**src/rtl/next_pc_sequencer_if.sv**
```systemverilog
// Control and address bundle between the decode stage / program counter
// and the next-PC sequencer.
interface next_pc_sequencer_if #(
    parameter int WIDTH = 32
);
    logic [WIDTH-1:0] programCounter;
    logic             stall;
    logic             branch_taken;
    logic [15:0]      branch_offset;
    logic             jump;
    logic [25:0]      jump_target;
    logic             jr;
    logic [WIDTH-1:0] jr_target;
    logic             interrupt;
    logic             eret;
    logic [WIDTH-1:0] address;
    logic [WIDTH-1:0] epc;
    logic             int_ack;
    logic             in_handler;

    // Decode stage / PC register side: supplies controls, consumes the next PC.
    modport master (
        output programCounter, stall, branch_taken, branch_offset, jump,
               jump_target, jr, jr_target, interrupt, eret,
        input  address, epc, int_ack, in_handler
    );

    // Sequencer side.
    modport slave (
        input  programCounter, stall, branch_taken, branch_offset, jump,
               jump_target, jr, jr_target, interrupt, eret,
        output address, epc, int_ack, in_handler
    );
endinterface

```
**src/rtl/next_pc_sequencer.sv**
```systemverilog
// Next instruction address generation: increment, branch, jump, jump-register,
// stall, plus single-level interrupt entry and eret return through EPC.
module next_pc_sequencer #(
    parameter int               WIDTH      = 32,
    parameter logic [WIDTH-1:0] INT_VECTOR = WIDTH'(40)
) (
    input logic                  clock,
    input logic                  reset,
    next_pc_sequencer_if.slave   bus
);
    typedef enum logic {RUN, HANDLER} state_t;

    state_t           state_q, state_d;
    logic             pending_q;
    logic [WIDTH-1:0] epc_q;
    logic             int_ack_q;
    logic             in_handler_q;

    logic [WIDTH-1:0] pc1, br, jt, normal;
    logic             entry;

    always_comb begin
        pc1    = bus.programCounter + WIDTH'(1);
        br     = pc1 + {{(WIDTH-16){bus.branch_offset[15]}}, bus.branch_offset};
        jt     = {pc1[WIDTH-1:26], bus.jump_target};
        normal = bus.jr ? bus.jr_target : bus.jump ? jt : bus.branch_taken ? br : pc1;
    end

    // NOTE: every signal written below gets a default first, so no path leaves
    // one unassigned and no latch is inferred.
    always_comb begin
        state_d     = state_q;
        bus.address = normal;
        entry       = 1'b0;
        unique case (state_q)
            RUN: begin
                if (bus.stall) begin
                    bus.address = bus.programCounter;
                end else if (pending_q || bus.interrupt) begin
                    bus.address = INT_VECTOR;
                    entry       = 1'b1;
                    state_d     = HANDLER;
                end
            end
            HANDLER: begin
                // A stalled eret is simply dropped; decode re-presents it.
                if (bus.stall) begin
                    bus.address = bus.programCounter;
                end else if (bus.eret) begin
                    bus.address = epc_q;
                    state_d     = RUN;
                end
            end
            default: state_d = RUN;
        endcase
    end

    // NOTE: state registers use non-blocking assignments so every register
    // samples the pre-edge values of the others.
    always_ff @(posedge clock) begin
        if (reset) begin
            state_q      <= RUN;
            pending_q    <= 1'b0;
            epc_q        <= '0;
            int_ack_q    <= 1'b0;
            in_handler_q <= 1'b0;
        end else begin
            state_q      <= state_d;
            int_ack_q    <= entry;
            in_handler_q <= (state_d == HANDLER);
            if (entry) begin
                // Return point honours a branch/jump resolved in the entry cycle.
                epc_q     <= normal;
                pending_q <= 1'b0;
            end else if (state_q == RUN && bus.interrupt) begin
                pending_q <= 1'b1;
            end
        end
    end

    assign bus.epc        = epc_q;
    assign bus.int_ack    = int_ack_q;
    assign bus.in_handler = in_handler_q;
endmodule

```
**src/flat_wrapper.sv**
```systemverilog
// flat-port wrapper written by rule: the top's interface ports become plain ports
module next_pc_sequencer_flat 
#(
    parameter int               WIDTH      = 32,
    parameter logic [WIDTH-1:0] INT_VECTOR = WIDTH'(40)
)
  (clock, reset, bus_programCounter, bus_stall, bus_branch_taken, bus_branch_offset, bus_jump, bus_jump_target, bus_jr, bus_jr_target, bus_interrupt, bus_eret, bus_address, bus_epc, bus_int_ack, bus_in_handler);
  next_pc_sequencer_if #(.WIDTH(WIDTH)) bus_i ();
  input logic clock;
  input logic reset;
  input wire logic [$bits(bus_i.programCounter)-1:0] bus_programCounter;
  input wire logic [$bits(bus_i.stall)-1:0] bus_stall;
  input wire logic [$bits(bus_i.branch_taken)-1:0] bus_branch_taken;
  input wire logic [$bits(bus_i.branch_offset)-1:0] bus_branch_offset;
  input wire logic [$bits(bus_i.jump)-1:0] bus_jump;
  input wire logic [$bits(bus_i.jump_target)-1:0] bus_jump_target;
  input wire logic [$bits(bus_i.jr)-1:0] bus_jr;
  input wire logic [$bits(bus_i.jr_target)-1:0] bus_jr_target;
  input wire logic [$bits(bus_i.interrupt)-1:0] bus_interrupt;
  input wire logic [$bits(bus_i.eret)-1:0] bus_eret;
  output wire logic [$bits(bus_i.address)-1:0] bus_address;
  output wire logic [$bits(bus_i.epc)-1:0] bus_epc;
  output wire logic [$bits(bus_i.int_ack)-1:0] bus_int_ack;
  output wire logic [$bits(bus_i.in_handler)-1:0] bus_in_handler;
  assign bus_i.programCounter = bus_programCounter;
  assign bus_i.stall = bus_stall;
  assign bus_i.branch_taken = bus_branch_taken;
  assign bus_i.branch_offset = bus_branch_offset;
  assign bus_i.jump = bus_jump;
  assign bus_i.jump_target = bus_jump_target;
  assign bus_i.jr = bus_jr;
  assign bus_i.jr_target = bus_jr_target;
  assign bus_i.interrupt = bus_interrupt;
  assign bus_i.eret = bus_eret;
  assign bus_address = bus_i.address;
  assign bus_epc = bus_i.epc;
  assign bus_int_ack = bus_i.int_ack;
  assign bus_in_handler = bus_i.in_handler;
  next_pc_sequencer #(.WIDTH(WIDTH), .INT_VECTOR(INT_VECTOR)) u_core (.clock(clock), .reset(reset), .bus(bus_i));
endmodule
```
**config.mk**
```make
export PLATFORM = sky130hd
export DESIGN_NAME = next_pc_sequencer_flat
export DESIGN_NICKNAME = d
export VERILOG_FILES = /design/src/rtl/next_pc_sequencer_if.sv /design/src/rtl/next_pc_sequencer.sv /design/src/flat_wrapper.sv
export SDC_FILE = /design/constraint.sdc
export NUM_CORES = 1
export LEC_CHECK = 0
export CAP_MARGIN = 20
export CORE_ASPECT_RATIO = 0.75
export CORE_MARGIN = 4
export CORE_UTILIZATION = 48
export CTS_CLUSTER_SIZE = 20
export DETAILED_ROUTE_END_ITERATION = 8
export PLACE_DENSITY = 0.92
export SYNTH_ARGS = -nofsm -noshare
export SYNTH_HDL_FRONTEND = slang
export SYNTH_SLANG_ARGS = --single-unit
```
**constraint.sdc**
```tcl
create_clock -name clock -period 6.22 [get_ports clock]
set_input_delay 0.933 -clock clock [delete_from_list [all_inputs] [get_ports clock]]
set_output_delay 0.933 -clock clock [all_outputs]
set_load 0.05 [all_outputs]
```
* Word level (Yosys, flattened, before mapping)
Index checks and enable logic that the tools add are counted.
Widths: inputs -> output; s select.
** Cells by class
- Reduce and logical (&&, ||, !) cells :: 3
- Muxes and demuxes :: 14
- $add $sub $neg :: 2
- Bitwise logic cells :: 1
** Operators by type and width (count)
- $mux 32 :: 7
- $pmux 32 s2 :: 1
- $add 32x1->32 const B :: 1
- $add 32x32->32 :: 1
- $mux 1 :: 5
- $pmux 1 s2 :: 1
- $reduce_or 2->1 :: 1
- $logic_and 1x1->1 :: 1
- $logic_or 1x1->1 :: 1
- $not 1->1 :: 1
** Word-level totals
- Input port bits :: 114
- Bits in registers :: 35
- Logic and storage cells :: 24
- Output and inout bits :: 66

* Depth between registers and ports, before layout
- Word-level depth :: 8
- Depth in mapped cells :: 17
- Gate-level depth less buffers :: 16

* Worst setup path before layout
No wires, ideal clock.
- Path type :: input-to-output
- From :: input bus_programCounter[3]
- To :: output bus_address[21]
- Buffers on the path :: 1
- Required time :: 5.287 ns
- Slack :: -0.238 ns
- Arrival :: 5.525 ns
- Stages on the path :: 16
- Cell sequence :: buf_2 > and4_1 > nand2_1 > nor2_1 > and3_1 > xor2_1 > ha_1 > and4_1 > and3_1 > a2111o_1 > o31a_1 > o21a_1 > nor2_1 > xnor2_1 > a211oi_1 > o41ai_1
** Between the ends
- Cells in the longest elaborated chain, start to end :: 8
- Elaborated cells between the ends (all ways) :: 10
- Classes of those cells :: add/sub (2); mux (8)
** RTL lines
- start: declaration :: line flat_wrapper.sv:11 : input wire logic [$bits(bus_i.programCounter)-1:0] bus_programCounter;
- $add 32x1->32 * :: line next_pc_sequencer.sv:23 : pc1 = bus.programCounter + WIDTH'(1);
- $add 32x32->32 :: line next_pc_sequencer.sv:24 : br = pc1 + {{(WIDTH-16){bus.branch_offset[15]}}, bus.branch_offset};
- $mux 32 * (3 in series) :: line next_pc_sequencer.sv:26 : normal = bus.jr ? bus.jr_target : bus.jump ? jt : bus.branch_taken ? br : pc1;
- $mux 32, on equally long branches :: line next_pc_sequencer.sv:49, next_pc_sequencer.sv:39
- $mux 32, on equally long branches :: line next_pc_sequencer.sv:47, next_pc_sequencer.sv:37
- $pmux 32 s2 * :: line next_pc_sequencer.sv:35 : unique case (state_q)
- end: declaration :: line flat_wrapper.sv:21 : output wire logic [$bits(bus_i.address)-1:0] bus_address;
Every way passes the cells marked *; elsewhere a longest branch is shown, timed or not.

* Worst setup path after layout
- From :: input bus_programCounter[2]
- To :: output bus_address[21]
Same word-level chain as after synthesis.

==> impl_metrics.yaml <==
power:
  intPower_mw: 0.7542
  p_clk_share_pct: 21.5
  vdd_drop_max_mv: 0.2113
  switchingPower_mw: 0.6025
  p_per_area_nw_per_um2: 169.7
  pwr-share-seq_pct: 19.0
  p_sw_share_pct: 44.41
  power_leakage_nw: 3.262
  p_comb_share_pct: 59.5
drt:
  drcViolationCount: 0
  antenna_left: 0
  wl_per_cell_um: 21.35
  vias_per_cell: 6.489
  num_vias: 7229
  drt-total-wl_mm: 23.78
  drt-pass1-iter-count: 8
  drt_iter0_markers: 1105
grt:
  grt.total_usage_pct: 34.42
  grt_pass1_vias: 6507
  grt_antenna_before_repair: 0
  grt_max_degree: 45
  gr-total-overflow: 0
  grt_pass1_wl_mm: 35.28
clock_network:
  cts.path.max_buffers: 2
  cts_tree: "yes"
  cts_sinks: 35
  root_buffer: "clkbuf_16"
  clk_pin_slew_worst_paths_ps: 50
  cts_max_level: 2
  clk_latency_ps: 280
  cts_buffers: 5
critical_path:
  cp-startpoint: "bus_programCounter[2]"
  critPathCapture: "bus_address[21]"
  r2r-end: "u_core.bus.epc[29]"
  criticalPathCategory: "in -> out"
  rr_startpoint: "u_core.pending_q"
  required_ps: 5290
  cp-start-kind: "primary input"
  cp-end-kind: "output pin"
  path_max_fanout: 4
  worstPathArrival_ps: 5190
  r2r_cells: 7
  r2r_setup_slack_ps: 4350
floorplanning:
  start_util_pct: 49.16
  dieHeight_um: 99.68
  rows: 33
  pin_count: 180
  die_area_um2: 12980
  die_w_um: 130.2
  coreArea_um2: 10940
synth:
  synth_cells: 784
  async_reset_ff_share_pct: 0
  synth_area_um2: 5379
  ys.flop_type: "dfxtp_1"
  ys_types: 74
  synth_edf_count: 0
  ys_warn_count: 0
  ys_seq_area_share_pct: 13.03
  synth_fp_nets: 938
  avgSynthCellArea_um2: 6.861
  synth-seq-cells: 35
sta:
  hold_viol: 0
  setup_slack_ps: 94.68
  relSlewSlack_pct: 42.64
  fin_crit_ps: 6125
  finalSetupViolCount: 0
  fin_worst_skew_ps: 9.680
  fmax_mhz: 163.3
  finalMaxSlewViolations: 0
  worstMarginPinSlew_ps: 854.6
  min_period_over_period_pct: 98.48
placement:
  hpwl_mm: 18.39
  dpl_worst_slack_ps: -1.816
  gp_congestion: 1.023
  numPortBuffers: 179
  dp.cells: 1103
layout:
  fillers: 804
  drive_gt1_share_pct: 12.73
  area_delta_synth_final_pct: 48.64
  final_common_cell: "clkdlybuf4s50_1"
  mostFrequentLayoutCells: "149 x clkdlybuf4s50_1, 94 x nand2_1, 74 x nor2_1"
  final_nets: 1127
  regArea_um2: 700.7
  multi_input_area_um2: 4581
  antenna_cells: 0
  stdcell_count: 1114
job:
  cap_violations: 0
hold_path:
  holdCritPathClass: "reg -> reg"
run_status:
  outcome: "finished, final reports clean"
[power by group through the flow]
stage          logic, mW  clock network [mW]  registers (mW)
2_1_floorplan      0.397                   0           0.319
3_3_place_gp       0.755                   0           0.261
3_5_place_dp       0.764                   0           0.262
4_1_cts            0.771               0.290           0.257
5_1_grt            0.847               0.302           0.260
6_report           0.807               0.292           0.258
[Yosys cell counts, drive strengths merged (8+ instances only)]
library cell / number / area share, %
nor2: 78 / 5.4
a31oi: 11 / 1.3
nand3: 34 / 3.2
a211oi: 20 / 2.8
a21o: 16 / 2.3
a21oi: 67 / 6.2
o211ai: 10 / 1.4
o31ai: 8 / 1.4
nor3: 28 / 2.6
inv: 20 / 1.4
o21a: 9 / 1.3
nand2: 94 / 6.6
clkbuf: 40 / 2.8
nand2b: 8 / 0.93
xnor2: 32 / 5.2
dfxtp: 35 / 13
ha: 39 / 9.1
nand4: 12 / 1.7
and4: 8 / 1.3
xor2: 17 / 2.8
and3: 13 / 1.5
o21ai: 64 / 6.0
mux2i: 12 / 2.2
[sequential cells by signal, indices dropped and copies added, names as in the netlist]
signal / flops
u_core.bus.int_ack: 1
u_core.bus.epc: 32
u_core.state_q: 1
u_core.pending_q: 1
[worst min path at each step]
stage               depth (start not counted)                 end  slack, ps          startpoint
detailed placement                          2  u_core.bus.epc[16]        460  u_core.bus.epc[16]
global placement                            2  u_core.bus.epc[19]        460  u_core.bus.epc[19]
finish                                      2  u_core.bus.epc[16]        470  u_core.bus.epc[16]
floorplan                                   2    u_core.pending_q        500    u_core.pending_q
CTS                                         2  u_core.bus.epc[16]        470  u_core.bus.epc[16]
global route                                2  u_core.bus.epc[16]        500  u_core.bus.epc[16]
[metrics by stage]
step | hold WS (ps) | TNS (ps) | cell area, µm² | utilization, % | power (mW)
floorplan | 499.9 | 0 | 5386 | - | 0.7156
CTS | 471.0 | 0 | 7812 | 71.40 | 1.318
finish | 471.8 | 0 | 7995 | 73.07 | 1.357
detailed placement | 460.7 | -1.816 | 7639 | 69.81 | 1.026
global placement | 456.8 | 0 | 7639 | 69.81 | 1.016
global route | 501.0 | -31.98 | 7995 | 73.07 | 1.409
[metal layers]
layer / up-vias / GRT usage (%) / share of wire (%)
li1: 3313 / - / -
met4: 0 / 7.268 / 2.0
met1: 3265 / 50.05 / 41
met5: - / 0 / 0
met3: 58 / 10.14 / 15
met2: 593 / 50.08 / 42
[cell families after synthesis]
group / share of synthesized area, %
and+or+nand+nor: 27.84
AOI/OAI and AO/OA: 34.87
buffers and inverters: 4.606
xor gates and xnor gates: 7.979
adders and majority gates: 9.444
DFF: 13.03
muxes: 2.233
[what timing repair did]
action,4_1_cts,5_1_grt
setup buffers,0,3
hold buffers,0,0
pin swaps,0,12
resized for setup,1,35
endpoints found under the setup margin,1,12
gates cloned,0,0
[area by class of cell]
| cell class | count | share of cell area (%) |
|---|---|---|
| Clock inverter | 3 | 0.5477 |
| Clock buffer | 5 | 1.565 |
| Timing Repair Buffer | 227 | 28.70 |
| Sequential cell | 35 | 8.764 |
| Multi-Input combinational cell | 684 | 57.29 |
| Inverter | 20 | 0.9390 |
| Tap cell | 140 | 2.191 |
[critical path, cell delays in order]
cell and delay, ps:
clkdlybuf4s50_1 540, nand2_1 130, or3_4 410, nor2_2 100, xor2_1 240, ha_1 300
and4_4 200, and3_1 200, a2111o_1 470, o31a_1 350, o21a_1 200, nor2_2 120
xnor2_1 150, a211oi_2 150, o41ai_2 370, bufbuf_16 340
Power figures use the tool's default switching activity.
